File: src/rtl/mcp3_arb05.sv
// Five-requester round-robin arbiter for one shared AFU resource, with done/hold-limit release.
// Optional one-hot grant integrity checker enabled by MCP3_ARB05_ONEHOT_CHK_EN.
module mcp3_arb05 #(
  parameter int unsigned HOLD_MAX = 255
) (
  input  logic       clock,
  input  logic       reset,
  input  logic [4:0] req,
  input  logic       done,
  output logic [4:0] gnt,
  output logic       gnt_valid,
  output logic [2:0] gnt_id,
  output logic       hold_timeout,
  output logic       gnt_error
);

  localparam int unsigned N_REQ = 5;
  localparam int unsigned ID_W  = 3;
  localparam int unsigned SUM_W = 4;
  localparam int unsigned CNT_W = 8;
  localparam logic [CNT_W-1:0] HOLD_LAST = CNT_W'((HOLD_MAX == 0) ? 0 : HOLD_MAX - 1);
  localparam bit HOLD_EN = (HOLD_MAX != 0);

  typedef enum logic {
    IDLE  = 1'b0,
    GRANT = 1'b1
  } state_t;

  state_t             state, state_nxt;
  logic [N_REQ-1:0]   last, last_nxt;
  logic [CNT_W-1:0]   cnt, cnt_nxt;
  logic [N_REQ-1:0]   gnt_nxt;
  logic [ID_W-1:0]    gnt_id_nxt;
  logic               gnt_valid_nxt;
  logic               hold_timeout_nxt;

  logic [ID_W-1:0]    last_idx_c;
  logic [ID_W-1:0]    win_idx_c;
  logic               win_found_c;
  logic [2*N_REQ-1:0] req_dbl_c;
  logic [N_REQ-1:0]   req_rot_c;
  logic [SUM_W-1:0]   win_sum_c;

  // Binary index of the previous owner.
  always_comb begin
    last_idx_c = ID_W'(N_REQ - 1);
    for (int unsigned i = 0; i < N_REQ; i++) begin
      if (last[i]) last_idx_c = ID_W'(i);
    end
  end

  // Rotate req so bit 0 is the requester just after the previous owner, then take the first set bit.
  always_comb begin
    req_dbl_c   = {req, req};
    req_rot_c   = N_REQ'(req_dbl_c >> (SUM_W'(last_idx_c) + SUM_W'(1)));
    win_found_c = 1'b0;
    win_sum_c   = '0;
    for (int unsigned j = 0; j < N_REQ; j++) begin
      if (!win_found_c && req_rot_c[j]) begin
        win_found_c = 1'b1;
        win_sum_c   = SUM_W'(last_idx_c) + SUM_W'(1) + SUM_W'(j);
      end
    end
    if (win_sum_c >= SUM_W'(N_REQ)) win_sum_c = win_sum_c - SUM_W'(N_REQ);
    win_idx_c = ID_W'(win_sum_c);
  end

  // State and output registers.
  always_ff @(posedge clock or posedge reset) begin
    if (reset) begin
      state        <= IDLE;
      last         <= 5'b10000;
      cnt          <= '0;
      gnt          <= '0;
      gnt_id       <= '0;
      gnt_valid    <= 1'b0;
      hold_timeout <= 1'b0;
    end else begin
      state        <= state_nxt;
      last         <= last_nxt;
      cnt          <= cnt_nxt;
      gnt          <= gnt_nxt;
      gnt_id       <= gnt_id_nxt;
      gnt_valid    <= gnt_valid_nxt;
      hold_timeout <= hold_timeout_nxt;
    end
  end

  // Next-state and next-output logic.
  always_comb begin
    state_nxt        = state;
    last_nxt         = last;
    cnt_nxt          = cnt;
    gnt_nxt          = gnt;
    gnt_id_nxt       = gnt_id;
    gnt_valid_nxt    = gnt_valid;
    hold_timeout_nxt = 1'b0;
    unique case (state)
      IDLE: begin
        gnt_nxt       = '0;
        gnt_id_nxt    = '0;
        gnt_valid_nxt = 1'b0;
        if (win_found_c) begin
          state_nxt     = GRANT;
          gnt_nxt       = N_REQ'(1) << win_idx_c;
          gnt_id_nxt    = win_idx_c;
          gnt_valid_nxt = 1'b1;
          last_nxt      = N_REQ'(1) << win_idx_c;
          cnt_nxt       = '0;
        end
      end
      GRANT: begin
        if (done || (HOLD_EN && (cnt == HOLD_LAST))) begin
          // done wins over a simultaneous limit hit, so no timeout pulse then.
          state_nxt        = IDLE;
          gnt_nxt          = '0;
          gnt_id_nxt       = '0;
          gnt_valid_nxt    = 1'b0;
          hold_timeout_nxt = !done;
        end else if (cnt != {CNT_W{1'b1}}) begin
          cnt_nxt = cnt + CNT_W'(1);
        end
      end
      default: begin
        state_nxt = IDLE;
      end
    endcase
  end

`ifdef MCP3_ARB05_ONEHOT_CHK_EN
  logic onehot_bad_c;

  // Grant must be exactly one-hot while in GRANT and all-zero otherwise.
  always_comb begin
    onehot_bad_c = 1'b0;
    if (state == GRANT) begin
      onehot_bad_c = (gnt == '0) || ((gnt & (gnt - N_REQ'(1))) != '0);
    end else begin
      onehot_bad_c = (gnt != '0);
    end
  end

  always_ff @(posedge clock or posedge reset) begin
    if (reset) begin
      gnt_error <= 1'b0;
    end else begin
      gnt_error <= gnt_error | onehot_bad_c;
    end
  end
`else
  assign gnt_error = 1'b0;
`endif

endmodule

File: config.mk
export PLATFORM = sky130hd
export DESIGN_NAME = mcp3_arb05
export DESIGN_NICKNAME = d
export VERILOG_FILES = /design/src/rtl/mcp3_arb05.sv
export SDC_FILE = /design/constraint.sdc
export NUM_CORES = 1
export LEC_CHECK = 0
export BUFFER_PORTS_ARGS = -buffer_cell sky130_fd_sc_hd__buf_2
export CORE_MARGIN = 4
export CORE_UTILIZATION = 48
export DETAILED_ROUTE_END_ITERATION = 10
export PLACE_DENSITY = 0.75
export SYNTH_ARGS = -nofsm -noshare
export SYNTH_HDL_FRONTEND = slang
export SYNTH_SLANG_ARGS = --single-unit
File: constraint.sdc
create_clock -name clock -period 10.1 [get_ports clock]
set_clock_uncertainty 0.2 [all_clocks]
set_input_delay 1.01 -clock clock [delete_from_list [all_inputs] [get_ports clock]]
set_output_delay 1.01 -clock clock [all_outputs]
set_load 0.01 [all_outputs]
Word-level counts from Yosys, hierarchy flattened

Index checks and enable logic that the tools add are counted.

Word-level logic and storage cells: 69
Bits of input ports: 8
Output and inout bits: 11
Register bits after elaboration: 24

Bitwise logic cells: 1
$lt $le $gt $ge: 1
Multiplexer cells: 33
Reductions and logical operators: 12
Shift-type cells: 2
Equality and inequality tests: 6
$add $sub $neg: 7

Operators with widths:

| cell                                                   | number |
|---|---|
| two-way mux 3 bit                                      | 8 |
| two-way mux 8 bit                                      | 3 |
| two-way mux 4 bit                                      | 5 |
| case mux 8 bit (2 select lines)                        | 1 |
| two-way mux 1 bit                                      | 10 |
| two-way mux 5 bit                                      | 2 |
| case mux 5 bit (2 select lines)                        | 1 |
| right shift 10 x 4 -> 5 bit                            | 1 |
| adder 4 x 2 -> 4 bit (second input constant)           | 2 |
| adder 8 x 1 -> 8 bit (second input constant)           | 1 |
| == test 8 bit (second input constant)                  | 1 |
| inequality test 8 bit (second input constant)          | 1 |
| case mux 3 bit (2 select lines)                        | 1 |
| logical NOT 1 bit                                      | 5 |
| << shifter 1 x 3 -> 5 bit (first input constant)       | 1 |
| adder 3 x 1 -> 4 bit (second input constant)           | 1 |
| adder 4 x 1 -> 4 bit (second input constant)           | 1 |
| adder 4 x 3 -> 4 bit (second input constant)           | 1 |
| >= comparator 4 x 3 -> 1 bit (second input constant)   | 1 |
| logical AND 1 bit                                      | 4 |
| inequality test 2 x 1 -> 1 bit (second input constant) | 2 |
| inequality test 2 bit (second input constant)          | 2 |
| case mux 1 bit (2 select lines)                        | 2 |
| AND reduction 3 bit                                    | 1 |
| 4 further kinds                                        | 4 |

Logic depth before layout (Yosys ltp)

Gate-level depths: netlist of the first run.

Word-level depth: 25
Gate-level depth with buffers: 15
Mapped depth without buffers: 13

Least setup slack after synthesis of the first run

OpenSTA, ideal clock, no wires.

Path type: input to register
From: input req[2]
To: register last[4]
Stages on the path: 13
Arrival: 3.733 ns
Slack: 6.077 ns
Required time: 9.809 ns
Buffers on the path: 1
Library setup time: 0.091 ns
Cells stage by stage: clkbuf_1 > nor3b_1 > o21ai_0 > a22oi_1 > a21oi_1 > a31oi_1 > inv_1 > ha_1 > nor2b_1 > a21oi_1 > o21ai_2 > a2bb2oi_2 > o31ai_1

Word-level cells in the longest chain between the ends: 17
Elaborated cells on any way between the ends: 24
Those cells by class: add/sub (1); order compare (1); shift (2); mux (11); reduce/logical (9)

Ends and longest elaborated chain:

| what                                                                    | RTL line | RTL |
|---|---|---|
| start: declaration                                                      | 8        | `input logic [4:0] req,` |
| right shift 10 x 4 -> 5 bit *                                           | 55       | `req_rot_c = N_REQ'(req_dbl_c >> (SUM_W'(last_idx_c) + SUM_W'(1)));` |
| two-way mux 1 bit                                                       | 59       | `if (!win_found_c && req_rot_c[j]) begin` |
| logical NOT 1 bit                                                       | 59       |  |
| logical AND 1 bit                                                       | 59       |  |
| two-way mux 1 bit                                                       | 59       |  |
| logical NOT 1 bit                                                       | 59       |  |
| logical AND 1 bit                                                       | 59       |  |
| two-way mux 1 bit                                                       | 59       |  |
| logical NOT 1 bit                                                       | 59       |  |
| logical AND 1 bit                                                       | 59       |  |
| two-way mux 1 bit                                                       | 59       |  |
| logical NOT 1 bit                                                       | 59       |  |
| logical AND 1 bit                                                       | 59       |  |
| two-way mux 4 bit                                                       | 59       |  |
| >= comparator 4 x 3 -> 1 bit / subtractor 3 bit (equally long branches) | 64       | `if (win_sum_c >= SUM_W'(N_REQ)) win_sum_c = win_sum_c - SUM_W'(N_REQ);` |
| two-way mux 3 bit                                                       | 64       |  |
| << shifter 1 x 3 -> 5 bit                                               | 108      | `last_nxt = N_REQ'(1) << win_idx_c;` |
| end signal: assignment                                                  | 80       | `last <= last_nxt;` |
| end: declaration                                                        | 30       | `logic [N_REQ-1:0] last, last_nxt;` |

Mark *: on every way between the ends. The rest lies on a longest branch, timed or not.
A chain may end at the register's enable or synchronous reset.

Final worst setup path of the first run

From: register last[1]
To: register gnt[4]

Word-level cells in the longest chain between the ends: 24
Elaborated cells on any way between the ends: 34
Those cells by class: add/sub (6); order compare (1); shift (2); mux (17); reduce/logical (8)

Ends and longest elaborated chain:

| what                                                                    | RTL line | RTL |
|---|---|---|
| two-way mux 3 bit * (4 in a row)                                        | 48       | `if (last[i]) last_idx_c = ID_W'(i);` |
| adder 3 x 1 -> 4 bit *                                                  | 55, 61   |  |
| right shift 10 x 4 -> 5 bit                                             | 55       |  |
| two-way mux 1 bit                                                       | 59       |  |
| logical NOT 1 bit                                                       | 59       |  |
| logical AND 1 bit                                                       | 59       |  |
| two-way mux 1 bit                                                       | 59       |  |
| logical NOT 1 bit                                                       | 59       |  |
| [... 5 more ...]                                                        | --       |  |
| logical NOT 1 bit                                                       | 59       |  |
| logical AND 1 bit                                                       | 59       |  |
| two-way mux 4 bit                                                       | 59       |  |
| >= comparator 4 x 3 -> 1 bit / subtractor 3 bit (equally long branches) | 64       |  |
| two-way mux 3 bit                                                       | 64       |  |
| << shifter 1 x 3 -> 5 bit                                               | 105      | `gnt_nxt = N_REQ'(1) << win_idx_c;` |
| two-way mux 5 bit *                                                     | 103      | `if (win_found_c) begin` |
| case mux 5 bit (2 select lines) *                                       | 98       | `unique case (state)` |
| end signal: assignment                                                  | 82       | `gnt <= gnt_nxt;` |
| end: declaration                                                        | 10       | `output logic [4:0] gnt,` |

Marked as above.

==> results of run 1 <==
-- final cells by class --
type | count | area [µm²] | area share
inverter | 11 | 41.3 | 0.0210
clock inverter | 1 | 30.0 | 0.0152
multi-input combinational | 162 | 1100 | 0.560
clock buffer | 3 | 41.3 | 0.0210
timing repair buffer | 18 | 92.6 | 0.0470
sequential | 24 | 602 | 0.305
tap | 48 | 60.1 | 0.0305
-- flip-flops by register name, indices dropped and copies added, names as in the netlist --
| signal | cells |
|---|---|
| gnt_id | 3 |
| cnt | 8 |
| state | 1 |
| hold_timeout | 1 |
| last | 5 |
| gnt_valid | 1 |
| gnt | 5 |
-- tightest hold or removal path: cells and delay by family (launching register included) --
kind	cells	cell delay, ns
flops	1	0.35
simple gates	2	0.10
-- how the worst max path moves through the flow --
stage	start	endpoint	depth (start not counted)
3_3_place_gp	req[3]	last[4]	14
3_5_place_dp	req[3]	gnt[4]	14
6_report	last[1]	gnt[4]	13
2_1_floorplan	req[2]	last[4]	13
4_1_cts	last[1]	gnt[4]	13
5_1_grt	last[1]	gnt[4]	13
-- Yosys cell counts (all sizes together) (6+ instances only) --
library cell / number
nand2: 26
xor2: 6
o21ai: 19
ha: 8
nor2b: 6
buf: 7
inv: 11
a21oi: 6
nor2: 16
dfrtp: 23
-- cell families (layout without fill, tap and decap cells) --
kind of cell,after synthesis,in the layout,synth area share
AO/OA/AOI/OAI,70,70,0.297
other,1,1,0.00207
buffers and inverters,21,33,0.0567
multiplexers,1,1,0.00554
flip-flops,24,24,0.333
AND/OR/NAND/NOR,75,75,0.217
XOR/XNOR,7,7,0.0339
adder cells (fa/ha/maj),8,8,0.0554
-- metrics by stage --
| step | instance area, µm² | util |
|---|---|---|
| after CTS | 1970 | 0.538 |
| after global routing | 1970 | 0.538 |
| after floorplan | 1810 | - |
| final | 1970 | 0.538 |
| after detailed placement | 1900 | 0.519 |
| after global placement | 1900 | 0.519 |
-- metal layers --
| layer | global-route usage | share of wire |
|---|---|---|
| met5 | 0 | 0 |
| met4 | 0.0239 | 0.0058 |
| met3 | 0.0362 | 0.051 |
| met2 | 0.266 | 0.48 |
| met1 | 0.236 | 0.46 |
==> impl_metrics.tcl, run 1 <==
set metrics [dict create \
    cts.path.max_buffers 2 \
    ys_warn_count 0 \
    pre_cts_slack_ns 5.59 \
    nNetsFinal 236 \
    rrSetupSlack_ns 5.70 \
    numCtsBuffers 3 \
    drtAntennaViolNets 0 \
    syn_inst 207 \
    drtIter0Drc 148 \
    ios 19 \
    cts_setup_buffers 0 \
    yosysTopAreaCell "dfrtp_1" \
    layout-drive-gt1-share 0.155 \
    cp_num_buf_inv 1 \
    outcome "finished clean" \
    cts_root_buf "clkbuf_8" \
    tightest_slew_ns 0.879 \
    insertion_delay_ns 0.26 \
    hpwlAfterDp_um 2990 \
    final_cell_mix "nand2_1 (25), dfrtp_1 (23), buf_2 (17), nor2_1 (15), inv_1 (11)" \
    vias 1565 \
    whs_path_depth 2 \
    grt_pass1_wl_um 6820 \
    cp_max_fo 14 \
    ys_seq_elements 24 \
    grt_overflow_total 0 \
    dieArea_um2 4810 \
    routedWlPerCell_um 14.9 \
    finalWeightedCongestion 0.822 \
    critPathSlowestCell "dfrtp_1" \
    portBuffers 17 \
    arrival_ns 4.38 \
    die_h_um 69.4 \
    track_usage 0.167 \
    finalHoldViolCount 0 \
    critPathRequiredTime_ns 10.07 \
    setup_slack_ns 5.70 \
    r2r_start "last[1]" \
    placedCellCount 263 \
    area_growth_pct 9.00 \
    synth_top_cell_area_share 0.318 \
    hold_start "gnt_valid" \
    hold_end "gnt_valid" \
    fmax_ghz 0.227 \
    ctsResizeCount 0 \
    slew_violations 0 \
    antennaDiodeCount 0 \
    worstSetupStartpointType "register" \
    antenna_found_initial 0 \
    via_per_inst 5.86 \
    grt_pass1_vias 1416 \
    instances_no_fill 267 \
    reg2reg_depth 13 \
    end_kind "register" \
    start_util 0.494 \
    path_clk_slew_ns 0.08 \
    max_cap_viol_count 0 \
    hold_buffers 0 \
    syn-num-nets 223 \
    h-tree-depth 1 \
    finalCriticalPeriod_ns 4.40 \
    rsz0062_at_grt "false" \
    worstSetupPathType "reg2reg" \
    fp.dieW_um 69.4 \
    num-fill-cells 336 \
    whs_ns 0.285 \
    drt_first_pass_iters 4 \
    ys_types 61 \
    drc 0 \
    cts_tree "built" \
    cts_sinks 24 \
    core_um2 3660 \
    rows 22 \
    wl_um 3990 \
    synthTopCellsByArea "dfrtp_1 (32%), ha_1 (5.5%), nand2_1 (5.2%)" \
    syn_area_um2 1810 \
    setup_viol 0 \
    layout.cells.most_common "nand2_1" \
    path_delay_family "compound AO/OA/AOI/OAI gates" \
    grt_max_degree 25 \
    setup_tns_ns 0 \
    slew_headroom 0.413 \
    synth_edf_count 0 \
    hold_class "reg2reg" \
    ys_seq_area_frac 0.333 \
    async_flop_share 1.00 \
    synth.avg_cell_area_um2 8.73 \
    finalCritPeriodShare 0.436 \
    slowest_delay_ns 0.54 \
    timing.rr.end "gnt[4]" \
    worstPathCellList "nor4_2 > or2_1 > a22o_1 > nor2_1 > a21o_1 > a31oi_1 > inv_1 > ha_1 > nor2b_1 > a21oi_1 > o21ai_2 > a2bb2oi_2 > o31ai_1" \
    synth_flop_cell "dfrtp_1" \
]
Power of run 1 is not shown: default switching activity piles up to over one toggle a cycle in this logic, so the estimate is an artifact.
==> run 2: changes to the inputs <==
==> constraint.sdc (replaced) <==
create_clock -name clock -period 4.35 [get_ports clock]
set_clock_uncertainty 0.2 [all_clocks]
set_input_delay 0.435 -clock clock [delete_from_list [all_inputs] [get_ports clock]]
set_output_delay 0.435 -clock clock [all_outputs]
set_load 0.01 [all_outputs]
==> run 2 against run 1 <==
Die area is the same. Flip-flop and latch count is the same. Routed wire length grew 4.0%. Global-route usage grew 1.2 points.
==> impl_metrics.tcl, run 2 (synthesis results as in run 1) <==
set metrics [dict create \
    antennaDiodeCount 0 \
    portBuffers 17 \
    antenna_found_initial 0 \
    start_util 0.494 \
    critPathSlowestCell "dfrtp_1" \
    regMostFlops "cnt" \
    regArea_um2 602 \
    drc 0 \
    core_um2 3660 \
    tightest_slew_ns 0.881 \
    grt_pass1_wl_um 7290 \
    critPathRequiredTime_ns 4.28 \
    fin_util 0.540 \
    finalCriticalPeriod_ns 4.00 \
    met3WireLength_um 181 \
    multiInputGateArea_um2 1110 \
    arrival_ns 3.93 \
    track_usage 0.179 \
    final_cell_mix "nand2_1 (25), dfrtp_1 (23), buf_2 (17), nor2_1 (15), inv_1 (11)" \
    fp.dieW_um 69.4 \
    cp_num_buf_inv 1 \
    vias 1604 \
    slew_headroom 0.412 \
    path_clk_slew_ns 0.08 \
    finalCritPeriodShare 0.919 \
    ios 19 \
    dr.max_layer_used "met4" \
    cts_sinks 24 \
    die_h_um 69.4 \
    wl_um 4150 \
    fmax_ghz 0.250 \
    cts_root_buf "clkbuf_8" \
    layout-drive-gt1-share 0.172 \
    via_per_inst 5.96 \
    path_delay_family "compound AO/OA/AOI/OAI gates" \
    hpwlAfterDp_um 3000 \
    ctsResizeCount 0 \
    grt_overflow_total 0 \
    wl_met1_um 1990 \
    grt_max_degree 25 \
    slowest_delay_ns 0.52 \
    cts.path.max_buffers 2 \
    slew_violations 0 \
    cts_tree "built" \
    largest_register_ffs 8 \
    finalWeightedCongestion 0.930 \
    drtAntennaViolNets 0 \
    worstSetupStartpointType "register" \
    rows 22 \
    worstSetupPathType "reg2reg" \
    hold_class "in2async" \
    r2r_start "last[1]" \
    nNetsFinal 238 \
    max_cap_viol_count 0 \
    reg_top3 "cnt x8, gnt x5, last x5" \
    cp-startpoint "last[1]" \
    routedWlPerCell_um 15.4 \
    finalHoldViolCount 0 \
    h-tree-depth 1 \
    setup_viol 0 \
    drtIter0Drc 172 \
    end_kind "register" \
    worst-path-stages 13 \
    reg2reg_depth 13 \
    hold_buffers 0 \
    insertion_delay_ns 0.27 \
    layout.cells.most_common "nand2_1" \
    worstPathCellList "nor4_2 > or2_1 > a22o_1 > o221ai_1 > and3_1 > a221o_1 > inv_1 > ha_1 > nor2b_1 > a21oi_2 > nor2_2 > a2bb2oi_1 > o22ai_1" \
    area_growth_pct 9.41 \
    cts_setup_buffers 0 \
    num-fill-cells 347 \
    dieArea_um2 4810 \
    grt_pass1_vias 1494 \
    numCtsBuffers 3 \
    outcome "finished clean" \
    drt_first_pass_iters 5 \
    wl_met2_um 1950 \
    cp_max_fo 14 \
]
-- run 2: cell types whose count changed in the layout (fill, tap and decap cells not counted) --
cell,delta
a22oi_2,+1
clkbuf_8,+1
bufinv_16,-1
a21oi_2,+1
a21oi_1,-1
buf_4,+2
a22oi_1,-1
-- run 2: worst paths after layout --
kind	to	slack (ns)
worst max-delay path	last[3]	0.35
worst min-delay path	cnt[5]	0.14
worst max register to register	last[3]	0.35
worst min register to register	gnt_id[2]	0.28
max in group asynchronous	gnt[1]	3.27
min in group clock	hold_timeout	0.23
-- run 2: layer usage --
metal,GRT usage,vias up
met5,0,-
met4,0.0347,0
met3,0.0420,6
met2,0.275,38
met1,0.257,767
li1,-,793
-- run 2: worst reg2reg max path: stages, from the launching register on --
cell and delay, ns:
dfrtp_1 0.52, nor4_2 0.43, or2_1 0.31, a22o_1 0.42
o221ai_1 0.18, and3_1 0.21, a221o_1 0.34, inv_1 0.18
ha_1 0.22, nor2b_1 0.17, a21oi_2 0.09, nor2_2 0.22
a2bb2oi_1 0.29, o22ai_1 0.10
-- run 2: cell type report --
cell class / instances / area share
clock buffers: 4 / 0.0278
well taps: 48 / 0.0304
inverters: 11 / 0.0209
repair buffers: 20 / 0.0544
multi-input cells: 162 / 0.562
flip-flops and latches: 24 / 0.304
-- run 2: per-stage QoR --
stage	cell area, µm²	instances	TNS (ns)	hold WS, ns	setup WS, ns
2_1_floorplan	1810	207	0	0.249	0.653
3_3_place_gp	1910	265	0	0.256	0.331
3_5_place_dp	1910	265	0	0.269	0.359
4_1_cts	1970	269	0	0.169	0.307
5_1_grt	1980	269	-0.00599	0.213	-0.00599
6_report	1980	269	0	0.139	0.352
Power of run 2 is left out for the same reason.
